==> config.mk <==
export PLATFORM = sky130hd
export DESIGN_NAME = alu_sequencer
export DESIGN_NICKNAME = d
export VERILOG_FILES = /design/src/rtl/alu_sequencer.sv
export SDC_FILE = /design/constraint.sdc
export NUM_CORES = 1
export LEC_CHECK = 0
export ABC_AREA = 0
export BUFFER_PORTS_ARGS = -buffer_cell sky130_fd_sc_hd__buf_4
export CAP_MARGIN = 15
export CORE_ASPECT_RATIO = 0.7
export CORE_MARGIN = 2
export CORE_UTILIZATION = 48
export CTS_BUF_LIST = sky130_fd_sc_hd__clkbuf_16
export CTS_CLUSTER_SIZE = 12
export DETAILED_ROUTE_END_ITERATION = 8
export PLACE_DENSITY = 0.82
export SETUP_SLACK_MARGIN = 0.05
export SLEW_MARGIN = 10
export SYNTH_ARGS = -nofsm -noshare
export SYNTH_HDL_FRONTEND = slang
export SYNTH_SLANG_ARGS = --single-unit
==> constraint.sdc <==
create_clock -name clock -period 2.3 [get_ports clock]
set_input_delay 0.46 -clock clock [delete_from_list [all_inputs] [get_ports clock]]
set_output_delay 0.46 -clock clock [all_outputs]
set_load 0.01 [all_outputs]
==> src/rtl/alu_sequencer.sv <==
// alu_sequencer: accepts one ALU operation at a time, drives registered
// operands to an external ALU, lets MUL/DIV settle for a fixed number of
// cycles, captures the 64-bit result and holds it until the consumer takes it.
module alu_sequencer #(
  parameter int unsigned MUL_WAIT = 2,
  parameter int unsigned DIV_WAIT = 4
) (
  input  logic        clock,
  input  logic        clear,
  input  logic        req_valid,
  output logic        req_ready,
  input  logic [3:0]  req_op,
  input  logic [31:0] req_a,
  input  logic [31:0] req_b,
  output logic [31:0] alu_y,
  output logic [31:0] alu_bus,
  output logic [3:0]  alu_op,
  input  logic [63:0] alu_c,
  output logic        rsp_valid,
  input  logic        rsp_ready,
  output logic [31:0] rsp_lo,
  output logic [31:0] rsp_hi,
  output logic        rsp_err,
  output logic        busy,
  output logic [15:0] ops_done
);

  localparam int unsigned MAX_WAIT = (MUL_WAIT > DIV_WAIT) ? MUL_WAIT : DIV_WAIT;
  localparam int          CNT_W    = (MAX_WAIT < 2) ? 1 : $clog2(MAX_WAIT + 1);

  localparam logic [3:0] OP_MUL  = 4'd6;
  localparam logic [3:0] OP_DIV  = 4'd7;
  localparam logic [3:0] OP_LAST = 4'd12;

  typedef enum logic [1:0] {IDLE, EXEC, RESP} state_t;

  state_t             state;
  logic [CNT_W-1:0]   wait_cnt;
  logic               req_err;
  logic [CNT_W-1:0]   req_wait;

  // Classify the presented request: rejected opcode/zero divisor, and settle time.
  always_comb begin
    // NOTE: every signal written here gets a default first so no latch is inferred.
    req_err  = (req_op > OP_LAST) || ((req_op == OP_DIV) && (req_b == 32'd0));
    req_wait = '0;
    if (req_op == OP_MUL) req_wait = CNT_W'(MUL_WAIT);
    if (req_op == OP_DIV) req_wait = CNT_W'(DIV_WAIT);
  end

  // Sequencer FSM with registered handshake/status outputs and datapath registers.
  always_ff @(posedge clock or negedge clear) begin
    if (!clear) begin
      // NOTE: state registers use non-blocking assignments so every flop samples pre-edge values.
      state     <= IDLE;
      wait_cnt  <= '0;
      alu_y     <= '0;
      alu_bus   <= '0;
      alu_op    <= '0;
      rsp_lo    <= '0;
      rsp_hi    <= '0;
      rsp_err   <= 1'b0;
      ops_done  <= '0;
      req_ready <= 1'b1;
      rsp_valid <= 1'b0;
      busy      <= 1'b0;
    end else begin
      case (state)
        IDLE: begin
          if (req_valid) begin
            alu_op    <= req_op;
            alu_y     <= req_a;
            alu_bus   <= req_b;
            req_ready <= 1'b0;
            busy      <= 1'b1;
            if (req_err) begin
              // Rejected ops skip the ALU entirely and report a zero result.
              rsp_lo    <= '0;
              rsp_hi    <= '0;
              rsp_err   <= 1'b1;
              rsp_valid <= 1'b1;
              state     <= RESP;
            end else begin
              wait_cnt <= req_wait;
              state    <= EXEC;
            end
          end
        end
        EXEC: begin
          if (wait_cnt != '0) begin
            wait_cnt <= wait_cnt - CNT_W'(1);
          end else begin
            // Capture all 64 bits regardless of op; the ALU owns the hi-word rules.
            rsp_hi    <= alu_c[63:32];
            rsp_lo    <= alu_c[31:0];
            rsp_err   <= 1'b0;
            rsp_valid <= 1'b1;
            state     <= RESP;
          end
        end
        RESP: begin
          if (rsp_ready) begin
            ops_done  <= ops_done + 16'd1;
            rsp_valid <= 1'b0;
            req_ready <= 1'b1;
            busy      <= 1'b0;
            state     <= IDLE;
          end
        end
        default: begin
          rsp_valid <= 1'b0;
          req_ready <= 1'b1;
          busy      <= 1'b0;
          state     <= IDLE;
        end
      endcase
    end
  end

endmodule

# Word level (Yosys, flattened, before mapping)
# Cells that the tools add are included.
# Widths: inputs -> output; s select.
[word_totals]
regBits = 157
wordCells = 68
[classes]
add_sub_neg = 2
reduce_logical = 13
bitwise_logic = 1
magnitude_cmp = 1
n_eq_ne = 10
muxes = 29
[op_table]
columns = ["cell", "count"]
rows = [
  ["$mux 32", 4],
  ["$pmux 32 s2", 2],
  ["$logic_not 32->1", 1],
  ["$add 16x1->16 const B", 1],
  ["$mux 3", 4],
  ["$ne 2x2->1 const B", 6],
  ["$reduce_and 4->1", 3],
  ["$mux 2", 5],
  ["$pmux 1 s3", 3],
  ["$eq 4x3->1 const B", 2],
  ["$mux 1", 8],
  ["$pmux 2 s3", 1],
  ["$pmux 3 s2", 1],
  ["$reduce_and 3->1", 2],
  ["$gt 4x4->1 const B", 1],
  ["$reduce_and 2->1", 2],
  ["$reduce_bool 3->1", 1],
  ["$sub 3x1->3 const B", 1],
  ["$eq 2x1->1 const B", 1],
  ["$eq 2x2->1 const B", 1],
  ["$logic_not 2->1", 1],
  ["$pmux 1 s2", 1],
  ["$reduce_bool 2->1", 1],
  ["$logic_and 1x1->1", 1],
  ["2 further kinds", 2],
]

# Logic depth before layout (Yosys ltp)
# Gate-level depths: netlist (run 1).
[logic_depth]
ltp_word = 6
mapped_depth = 9
mapped_depth_nobuf = 6

# Least setup slack after synthesis (run 1)
# No wires, ideal clock.
[synth_timing]
path_kind = "input-to-reg"
startpoint = "in req_b[19]"
endpoint = "reg rsp_hi[20]"
setup_slack_ns = 0.460
arrival_ns = 1.761
required_time_ns = 2.221
path_buffers = 3
cell_stages = 8
cell_sequence = "nor4_1 > nand4_1 > nor3_2 > o21a_1 > buf_2 > buf_6 > buf_6 > mux2i_1"
[synth_via]
elab_chain_cells = 5
[synth_lines]
columns = ["item", "line", "source"]
rows = [
  ["start, declared", "14", "input logic [31:0] req_b,"],
  ["$logic_not 32->1", "45", "req_err = (req_op > OP_LAST) || ((req_op == OP_DIV) && (req_b == 32'd0));"],
  ["$logic_and 1x1->1", "45", ""],
  ["$logic_or 1x1->1", "45", ""],
  ["$ne 2x2->1 (no source line)", "-", ""],
  ["$reduce_and 4->1 (no source line)", "-", ""],
  ["end signal, assigned", "94", "rsp_hi <= alu_c[63:32];"],
  ["end, declared", "22", "output logic [31:0] rsp_hi,"],
]
# Every way passes these cells.
# A chain may end at the register's enable or synchronous reset.

# Worst setup path in the final report (run 1)
[layout_timing]
startpoint = "reg state[1]"
endpoint = "reg wait_cnt[1]"
[layout_via]
elab_chain_cells = 3
[layout_lines]
columns = ["item", "line", "source"]
rows = [
  ["start, declared", "37", "state_t state;"],
  ["start signal, assigned", "55", "state <= IDLE;"],
  ["start signal, assigned", "82", "state <= RESP;"],
  ["start signal, assigned", "85", "state <= EXEC;"],
  ["$eq 2x1->1 or $logic_not 2->1 (tied branches)", "68", "case (state)"],
  ["$ne 2x2->1 (no source line) or $reduce_bool 2->1 (tied branches)", "-", ""],
  ["$reduce_and 4->1 (no source line)", "-", ""],
  ["end signal, assigned", "84", "wait_cnt <= req_wait;"],
  ["end signal, assigned", "91", "wait_cnt <= wait_cnt - CNT_W'(1);"],
  ["end, declared", "38", "logic [CNT_W-1:0] wait_cnt;"],
]
# Several ways; a longest one is shown, not always the timed one.

==> out/results.ini, run 1 <==
[critical_path]
cp_top_family=simple AND/OR/NAND/NOR gates
cp_slowest_cell=dfrtp_1
path_depth=5
critical_path.startpoint_type=flip-flop
crit_required_ns=2.59
slowest_delay_ns=0.51
path_max_fanout=8
critical_path_class=reg -> reg
path_cells=nand2b_1 -> a21oi_2 -> o21ai_0 -> nor2_1 -> mux2_2
path_buf_inv=0
crit_path_end_kind=flip-flop
worstPathArrival_ns=2.29
reg2reg_depth=5

[die]
initial_utilization_pct=49.75
dieArea_um2=14820
rows=35
ios=288
fp.dieH_um=102.4
core_area_um2=13360
die_w_um=144.6

[run_status]
status=finished, final reports clean

[synthesis]
yosysMostFrequentCell=dfrtp_1
ys_top_cells_by_count=dfrtp_1, nand2_1, inv_1
synth_nets=688
synth-seq-cells=157
yosysSeqAreaShare_pct=59.14
synthTopCellsByArea=dfrtp_1, mux2_2, mux2i_1
synth_enable_flop_cells=0
synth_area_leader_cell=dfrtp_1
yosys.cell_types.count=41
synth_top_area_share_pct=58.75
async_flop_share_pct=100.0
ys.flop_type=dfrtp_1
synthCells=549
synth_warnings=0
syn-cell-area_um2=6645
synth.avg_cell_area_um2=12.10

[sta]
final_hold_viol_count=0
worstMarginPinSlew_ns=0.5440
tns_ns=0
skew_ns=0.01266
timing.fmax_mhz=498.1
timing.final.crit_share_pct=87.28
slew_viol_final=0
grt_setup_unrepaired=false
fin_hold_ws_ns=0.02864
setup-violations-final=0
fin_ws_ns=0.2925
timing.slew.headroom_pct=63.73
fin_crit_ns=2.008

[placed_design]
hpwl_mm=13.12
port_buffers=287
gp_congestion=0.9156
dpl.cell_count=1007
place_ws_ns=0.03308
place_area_um2=9041

[global_routing]
first_global_vias=5344
antenna_found_initial=0
grt_overflow=0
grt_first_pass_wirelength_mm=26.16
grt_start_max_net_pins=59
grt_usage_pct=23.02

[clock_tree]
path_clk_slew_ns=0.06
clk_latency_ns=0.41
cts_inserted_buffers=17
clockRootBuffer=clkbuf_16
cts_buffer_depth=2
cts_tree=done
cts_resized=0
ctsHoldBuffers=0
htreeDepth=4
clock-sinks=157
cts_setup_buffers=0

[layout]
finalNonFillerCells=1038
diodes=0
fillCellCount=913
nets=980
fin_area_um2=9637
fin_util_pct=72.15
drive_gt1_share_pct=46.78
area_delta_synth_final_pct=45.02

[power]
fin_total_pwr_mw=11.89
p_leak_nw=4.715
p_per_area_nw_per_um2=1234
ir_worst_vdd_mv=0.7087

[worst_hold_path]
hold_path_class=in -> async

[routing]
wl_mm=17.15
wl_per_cell_um=16.52
firstDrtPassIters=6
ant_nets=0
first_iter_violations=148
via_per_inst=4.925
vias=5112
drc=0

[flow_run]
cap_violations=0

-- power breakdown --
part / total [mW] / switching [mW] / internal (mW)
Sequential: 4.33 / 0.607 / 3.72
Combinational: 4.74 / 2.18 / 2.56
Clock: 2.82 / 1.12 / 1.71
-- metal layers --
metal	GRT usage [%]	routed length (µm)	vias up
li1	-	-	2384
met1	25.58	6456	2496
met2	41.56	8879	196
met3	7.404	1356	36
met4	8.887	459	0
met5	0	0	-
-- registers in the layout, summed over array words and instances (netlist names), 2 cells and up --
name / count
alu_op: 4
state: 2
wait_cnt: 3
rsp_lo: 32
alu_bus: 32
rsp_hi: 32
ops_done: 16
alu_y: 32
-- worst paths after layout --
check	slack, ns	endpoint	startpoint
min in group clock	0.27	alu_y[3]	req_a[3]
max in group asynchronous	1.62	alu_bus[20]	clear
hold reg to reg	0.47	wait_cnt[0]	wait_cnt[0]
hold / removal	0.03	ops_done[9]	clear
setup / recovery	0.29	wait_cnt[1]	state[1]
setup reg to reg	0.29	wait_cnt[1]	state[1]
-- layout by cell type (no fill, tap or decap), drive strengths merged, types with 3 or more instances in the layout --
cell type and n:
nor4 9, mux2i 65, mux2 69, clkbuf 17
dfrtp 156, nand3 4, buf 298, xor2 5
ha 3, bufinv 3, xnor2 10, nor3 4
nor2 14, nand4 6, nand2 78, clkinv 5
o21ai 3, inv 77
-- cell families (layout without fill, tap and decap cells) --
| kind of cell | Yosys count | count (layout) | share of synthesized area (%) |
|---|---|---|---|
| muxes | 134 | 134 | 21.48 |
| AOI/OAI and AO/OA | 14 | 14 | 1.450 |
| adders and majority gates | 3 | 3 | 0.5649 |
| and+or+nand+nor | 129 | 129 | 9.000 |
| DFF | 157 | 157 | 59.14 |
| xor gates and xnor gates | 15 | 15 | 1.977 |
| buffers and inverters | 97 | 401 | 6.383 |
-- area by class of cell --
cell class                      count  area (µm²)  share of cell area (%)
Clock buffer                       17       425.4                   4.414
Clock inverter                     14       170.2                   1.766
Inverter                           72       270.3                   2.804
Multi-Input combinational cell    295        2306                   23.93
Sequential cell                   157        3930                   40.78
Tap cell                          185       231.5                   2.402
Timing Repair Buffer              298        2303                   23.90
Power figures use the tool's default switching activity.
==> run 2: changes to the inputs <==
--- a/config.mk
+++ b/config.mk
@@ -14,6 +14,7 @@
 export CTS_BUF_LIST = sky130_fd_sc_hd__clkbuf_16
 export CTS_CLUSTER_SIZE = 12
 export DETAILED_ROUTE_END_ITERATION = 8
+export MAX_ROUTING_LAYER = met4
 export PLACE_DENSITY = 0.82
 export SETUP_SLACK_MARGIN = 0.05
 export SLEW_MARGIN = 10
==> run 2 against run 1 <==
  * Sequential power hardly changed
  * Largest power group unchanged
  * Via count up 0.18%
  * Critical path type unchanged
  * Count of clock-buffer cells in the layout is the same
  * Clock power hardly changed
==> out/results.ini, run 2 (synthesis results as in run 1) <==
[clock_tree]
cts_setup_buffers=0
cts_resized=0
clock-sinks=157
cts_inserted_buffers=17
path_clk_slew_ns=0.06
cts_tree=done
ctsHoldBuffers=0
clk_latency_ns=0.41
cts_buffer_depth=2
htreeDepth=4
clockRootBuffer=clkbuf_16

[placed_design]
hpwl_mm=13.12
dpl.cell_count=1007
gp_congestion=0.9315
port_buffers=287
place_area_um2=9041

[routing]
ant_nets=0
drc=0
via_per_inst=4.934
wl_mm=17.15
wl_per_cell_um=16.53
vias=5121
first_iter_violations=146
firstDrtPassIters=6

[run_status]
status=finished, final reports clean

[critical_path]
worstPathArrival_ns=2.28
critical_path_class=reg -> reg
crit_required_ns=2.58
critical_path.startpoint_type=flip-flop
path_max_fanout=8
path_depth=5
reg2reg_depth=5
crit_path_end_kind=flip-flop
path_buf_inv=0
cp_slowest_cell=dfrtp_1
path_cells=nand2b_1 -> a21oi_2 -> o21ai_0 -> nor2_1 -> mux2_2
slowest_delay_ns=0.51
cp_top_family=simple AND/OR/NAND/NOR gates

[layout]
area_delta_synth_final_pct=45.02
fillCellCount=913
final_cell_mix=buf_4, dfrtp_1, nand2_1
diodes=0
finalNonFillerCells=1038
nets=980
fin_area_um2=9637
drive_gt1_share_pct=46.78
final_common_cell=buf_4

[global_routing]
first_global_vias=5340
grt_start_max_net_pins=59
grt_overflow=0
grt_first_pass_wirelength_mm=26.16
antenna_found_initial=0
grt_usage_pct=23.80

[sta]
skew_ns=0.01381
grt_setup_unrepaired=false
timing.slew.headroom_pct=63.41
slew_viol_final=0
final_hold_viol_count=0
timing.final.crit_share_pct=87.01
timing.fmax_mhz=499.7
tns_ns=0
fin_crit_ns=2.001
setup-violations-final=0
worstMarginPinSlew_ns=0.5488

[power]
p_leak_nw=4.715
ir_worst_vdd_mv=0.7051
fin_total_pwr_mw=11.89
p_per_area_nw_per_um2=1233

[die]
fp.dieH_um=102.4
core_area_um2=13360
dieArea_um2=14820
ios=288
die_w_um=144.6
initial_utilization_pct=49.75
rows=35

[worst_hold_path]
hold_path_class=in -> async

[flow_run]
cap_violations=0

==> run 2: cell counts in the layout (fill, tap and decap cells not counted) <==
Identical to the previous run, type by type.
==> run 2: area by class of cell <==
cell class	instances	area, µm²	area share, %
Clock inverter	14	170.2	1.766
Clock buffer	17	425.4	4.414
Sequential cell	157	3930	40.78
Tap cell	185	231.5	2.402
Inverter	72	270.3	2.804
Timing Repair Buffer	298	2303	23.90
Multi-Input combinational cell	295	2306	23.93
==> run 2: worst paths after layout <==
kind                                   from     endpoint  slack [ns]
worst max-delay path               state[1]  wait_cnt[1]        0.30
worst min-delay path                  clear  ops_done[9]        0.03
worst max register to register     state[1]  wait_cnt[1]        0.30
min in group clock                 req_a[3]     alu_y[3]        0.27
max in group asynchronous             clear  alu_bus[20]        1.61
worst min register to register  wait_cnt[0]  wait_cnt[0]        0.47
==> run 2: power by group <==
group | leakage, nW | switching (mW) | internal [mW]
combinational | 2.44 | 2.18 | 2.56
clock | 0.294 | 1.12 | 1.71
sequential | 1.98 | 0.606 | 3.72
==> run 2: layer usage <==
| layer | wire length, µm | GRT usage [%] |
|---|---|---|
| met5 | 0 | - |
| met4 | 410 | 9.111 |
| met3 | 1043 | 5.764 |
| met2 | 8905 | 41.71 |
| met1 | 6794 | 26.56 |
==> run 2: stage by stage <==
step / util [%] / worst slack [ns] / hold slack, ns
3_3_place_gp: 67.69 / 0.1484 / 0.4534
3_5_place_dp: 67.69 / 0.03308 / 0.4615
6_report: 72.15 / 0.2987 / 0.02947
4_1_cts: 72.15 / 0.3337 / 0.03197
5_1_grt: 72.15 / 0.2191 / 0.05549
2_1_floorplan: - / 0.4596 / 0.1644
